File: config.mk
export PLATFORM = sky130hd
export DESIGN_NAME = multiword_add_sequencer
export DESIGN_NICKNAME = d
export VERILOG_FILES = /design/src/rtl/multiword_add_sequencer.sv
export SDC_FILE = /design/constraint.sdc
export NUM_CORES = 1
export LEC_CHECK = 0
export CORE_MARGIN = 8
export CORE_UTILIZATION = 48
export CTS_BUF_LIST = sky130_fd_sc_hd__clkbuf_8 sky130_fd_sc_hd__clkbuf_16
export DETAILED_ROUTE_END_ITERATION = 16
export PLACE_DENSITY = 0.87
export SLEW_MARGIN = 5
export SYNTH_ARGS = -nofsm -noshare
export SYNTH_HDL_FRONTEND = slang
export SYNTH_SLANG_ARGS = --single-unit
File: constraint.sdc
create_clock -name clk -period 2.7 [get_ports clk]
set_clock_uncertainty 0.15 [all_clocks]
set_input_delay 0.405 -clock clk [delete_from_list [all_inputs] [get_ports clk]]
set_output_delay 0.405 -clock clk [all_outputs]
set_load 0.01 [all_outputs]
File: src/rtl/multiword_add_sequencer.sv
// Multi-precision add/subtract sequencer: streams 8-bit operand slices LSB-first
// into an external registered adder and reassembles the full-width result.
//
// state    | meaning
// ---------+--------------------------------------------------------------
// S_IDLE   | waiting for an operand request, in_ready=1
// S_ISSUE  | driving slice k to the adder, collecting slice k-1 sum
// S_DRAIN  | adder idle, collecting top slice sum, carry and overflow
// S_DONE   | result valid, waiting for out_ready
module multiword_add_sequencer #(
    parameter int WORDS = 4
) (
    input  logic                 clk,
    input  logic                 rst,
    input  logic                 in_valid,
    output logic                 in_ready,
    input  logic [8*WORDS-1:0]   in_a,
    input  logic [8*WORDS-1:0]   in_b,
    input  logic                 in_cin,
    input  logic                 in_sub,
    output logic                 out_valid,
    input  logic                 out_ready,
    output logic [8*WORDS-1:0]   out_sum,
    output logic                 out_cout,
    output logic                 out_ovf,
    output logic [7:0]           add_a,
    output logic [7:0]           add_b,
    output logic                 add_cin,
    input  logic [7:0]           add_sum,
    input  logic                 add_cout
);

    localparam int KW = $clog2(WORDS);
    localparam logic [KW-1:0] K_LAST = KW'(WORDS - 1);

    localparam logic [1:0] S_IDLE  = 2'd0;
    localparam logic [1:0] S_ISSUE = 2'd1;
    localparam logic [1:0] S_DRAIN = 2'd2;
    localparam logic [1:0] S_DONE  = 2'd3;

    logic [1:0]            state_q, state_d;
    logic [WORDS-1:0][7:0] a_q, a_d;
    logic [WORDS-1:0][7:0] b_q, b_d;
    logic [WORDS-1:0][7:0] sum_q, sum_d;
    logic                  carry0_q, carry0_d;
    logic [KW-1:0]         k_q, k_d;
    logic                  cout_q, cout_d;
    logic                  ovf_q, ovf_d;
    logic [KW-1:0]         k_prev;

    assign k_prev = k_q - KW'(1);

    always_comb begin
        state_d  = state_q;
        a_d      = a_q;
        b_d      = b_q;
        sum_d    = sum_q;
        carry0_d = carry0_q;
        k_d      = k_q;
        cout_d   = cout_q;
        ovf_d    = ovf_q;
        add_a    = 8'h00;
        add_b    = 8'h00;
        add_cin  = 1'b0;

        case (state_q)
            S_IDLE: begin
                if (in_valid) begin
                    // B is stored pre-inverted so subtract is just add with carry0=1
                    a_d      = in_a;
                    b_d      = in_b ^ {(8*WORDS){in_sub}};
                    carry0_d = in_sub | in_cin;
                    k_d      = '0;
                    state_d  = S_ISSUE;
                end
            end
            S_ISSUE: begin
                add_a   = a_q[k_q];
                add_b   = b_q[k_q];
                // adder outputs lag one cycle, so add_cout is the carry of slice k-1
                add_cin = (k_q == '0) ? carry0_q : add_cout;
                if (k_q != '0) begin
                    sum_d[k_prev] = add_sum;
                end
                if (k_q == K_LAST) begin
                    state_d = S_DRAIN;
                end else begin
                    k_d = k_q + KW'(1);
                end
            end
            S_DRAIN: begin
                sum_d[WORDS-1] = add_sum;
                cout_d         = add_cout;
                ovf_d          = (a_q[WORDS-1][7] == b_q[WORDS-1][7]) &&
                                 (add_sum[7] != a_q[WORDS-1][7]);
                state_d        = S_DONE;
            end
            S_DONE: begin
                if (out_ready) begin
                    state_d = S_IDLE;
                end
            end
            default: begin
                state_d = S_IDLE;
            end
        endcase
    end

    always_ff @(posedge clk) begin
        if (rst) begin
            state_q  <= S_IDLE;
            a_q      <= '0;
            b_q      <= '0;
            sum_q    <= '0;
            carry0_q <= 1'b0;
            k_q      <= '0;
            cout_q   <= 1'b0;
            ovf_q    <= 1'b0;
        end else begin
            state_q  <= state_d;
            a_q      <= a_d;
            b_q      <= b_d;
            sum_q    <= sum_d;
            carry0_q <= carry0_d;
            k_q      <= k_d;
            cout_q   <= cout_d;
            ovf_q    <= ovf_d;
        end
    end

    assign in_ready  = (state_q == S_IDLE);
    assign out_valid = (state_q == S_DONE);
    assign out_sum   = sum_q;
    assign out_cout  = cout_q;
    assign out_ovf   = ovf_q;

endmodule

==> reports/qor.txt <==
Final nets -> 691
Core Box Area -> 9590 sq um
WS Path Type -> reg2out
Clock power share -> 0.211
Seq/Total Area, Yosys -> 0.441
First-pass GRT wire length -> 19000 um
DRC violations left -> 0
Placer Congestion -> 0.763
Synth top area share -> 0.441
Crit path launch type -> flip-flop
Avg WL per Cell -> 15.7 um
Clock-pin slew on the worst setup and hold paths -> 0.10 ns
Area grow syn2layout -> 34.4%
RSZ-0062 raised after global routing -> no
CP max FO -> 9
Area leader, netlist -> dfxtp_1
Filler cells -> 794
CP arrival -> 2.07 ns
Clock sinks -> 103
Largest net degree at the start of global routing -> 54
Post-DP Area -> 6040 sq um
IO Count -> 132
Total wire length -> 11600 um
Chip width -> 115 um
Hold Fails Final Rpt -> 0
Final min period -> 2.62 ns
Crit share post-route -> 0.970
# rows -> 36
RR Startpoint -> state_q[0]
Hold Startpoint -> a_q[28]
Post-synth EDFFs -> 0
Top FF cell, synth -> dfxtp_1
Area of the multi-input gates -> 2400 sq um
PortBufs -> 131
Setup crit end kind -> primary output
Register area -> 2070 sq um
Leakage power -> 2.61 nW
Setup TNS Final -> 0 ns
Hold Path Class -> reg2reg
Worst skew pair latency -> 0.35 ns
Final ANT Viol Nets -> 0
Endpoints failing setup -> 0
Hold path depth -> 2
Cell Area, Synth -> 4670 sq um
Syn_area_per_cell -> 9.65 sq um
Synth cell types -> 32
Ys async rst share -> 0
Dpl hpwl -> 8650 um
Cells after Synth -> 484
Sequential Power Share -> 0.442
CTS HTree Levels -> 3
Initial Util -> 0.487
Vias -> 3778
Top achievable clock speed -> 382 MHz
Grt total ovfl -> 0
Status -> finished clean
Total Power -> 4.36 mW
Die area -> 13100 sq um
Leading post-synthesis cells by cell area -> dfxtp_1 44%, xnor2_1 6.0%, mux2i_1 5.8%
Pwr/cell area -> 694 nW/um^2
Crit path from -> k_q[0]
Overall routing resource usage -> 0.178
TritonCTS clock tree -> yes
Sw frac -> 0.332
Share of cells above drive strength 1 -> 0.0679
Critical Path RT -> 2.14 ns
Relative slew slack -> 0.583
Post-DR vias/cell -> 5.13
Syn_nets -> 576
Internal power -> 2.91 mW
Comb power frac -> 0.347
Max-Cap Viols -> 0
Total iterations of the first detailed-routing run -> 5
Post-CTS Hold Buffers -> 0
Clock buffer count from CTS -> 9
Synth warn -> 0
Iteration-0 DRC Markers -> 163
Clk buf depth -> 2
Worst-Margin Slew -> 0.625 ns
Root buffer cell -> clkbuf_8
Design area -> 6280 sq um
Initial antenna violation count -> 0
P_sw -> 1.45 mW
Reg2Reg Depth -> 6
Vias in the first global route -> 3907
Antenna cells -> 0
Die height -> 115 um
#FFs+latches synth -> 103
Pins over their slew limit -> 0
VDD IR max -> 0.000332 V
==> state kept, by name, summed over array words and instances (netlist names) <==
signal,count
state_q,2
a_q,32
k_q,2
b_q,32
out_cout,1
carry0_q,1
out_sum,32
out_ovf,1
==> timing repair <==
action	CTS	global route
endpoints found under the setup margin	11	14
gates cloned	0	0
gates resized for setup	5	10
pin swaps	0	0
buffers inserted	0	0
==> cell families after synthesis <==
logic type	share of synthesized area
buf+inv	0.0461
mux	0.142
compound gates	0.117
flops	0.441
fa+ha+maj	0.0348
simple gates	0.158
xor+xnor	0.0600
==> cells in the mapped netlist, types with 3 or more instances <==
| library cell | number |
|---|---|
| clkbuf_1 | 12 |
| a211oi_1 | 33 |
| dfxtp_1 | 103 |
| xnor2_1 | 32 |
| ha_1 | 13 |
| nor2b_1 | 5 |
| mux4_1 | 9 |
| mux4_2 | 7 |
| nand3b_1 | 3 |
| buf_2 | 21 |
| inv_1 | 5 |
| nand2_1 | 69 |
| nor3_1 | 3 |
| and2_1 | 19 |
| a22o_1 | 8 |
| o21bai_1 | 3 |
| mux2i_1 | 27 |
| nor2_1 | 63 |
| a21oi_1 | 33 |
==> layer usage <==
metal | vias to the layer above | routed length [um] | GRT usage
li1 | 1883 | - | -
met1 | 1761 | 4910 | 0.207
met2 | 120 | 5690 | 0.314
met3 | 14 | 812 | 0.0438
met4 | 0 | 176 | 0.0586
met5 | - | 0 | 0
==> placed cells by master (no fill, tap or decap), types with 8 or more instances in the layout <==
cell and instances:
a22o_1 8, ha_1 13, mux4_1 9, xnor2_1 32, a21oi_1 33, a211oi_1 33, buf_4 9, nor2_1 63
and2_1 18, clkdlybuf4s50_1 122, dfxtp_1 101, mux2i_1 27, nand2_1 69, clkbuf_8 11
==> path summary, 6_finish.rpt <==
kind                            slack (ns)        to
worst max-delay path                  0.08  add_b[3]
worst min-delay path                  0.31   a_q[28]
worst max register to register        0.63    b_q[7]
worst min register to register        0.31   a_q[28]
==> worst max-delay path, stage by stage, from the launching register on <==
cell	delay (ns)
dfxtp_4	0.38
buf_8	0.14
mux4_1	0.54
and2_1	0.17
clkdlybuf4s50_1	0.48
==> stage by stage <==
| step | cells | hold slack [ns] | utilization | worst slack (ns) |
|---|---|---|---|---|
| 2_1_floorplan | 484 | 0.282 | - | 0.696 |
| 3_3_place_gp | 721 | 0.288 | 0.630 | 0.345 |
| 3_5_place_dp | 721 | 0.296 | 0.630 | 0.299 |
| 4_1_cts | 737 | 0.309 | 0.652 | 0.00949 |
| 5_1_grt | 737 | 0.329 | 0.654 | 0.00648 |
| 6_report | 737 | 0.306 | 0.654 | 0.0799 |
==> layout make-up <==
class,count,share of cell area
Clock inverter,5,0.00658
Sequential cell,103,0.329
Inverter,5,0.00299
Clock buffer,11,0.0241
Tap cell,133,0.0265
Timing Repair Buffer,142,0.229
Multi-Input combinational cell,338,0.382
==> power by group through the flow <==
stage / registers (mW) / logic [mW] / clock network [mW]
2_1_floorplan: 1.91 / 1.04 / 0
3_3_place_gp: 1.94 / 1.46 / 0
3_5_place_dp: 1.95 / 1.50 / 0
4_1_cts: 1.92 / 1.53 / 0.947
5_1_grt: 1.96 / 1.68 / 1.01
6_report: 1.93 / 1.51 / 0.918
(Power assumes the default switching activity.)
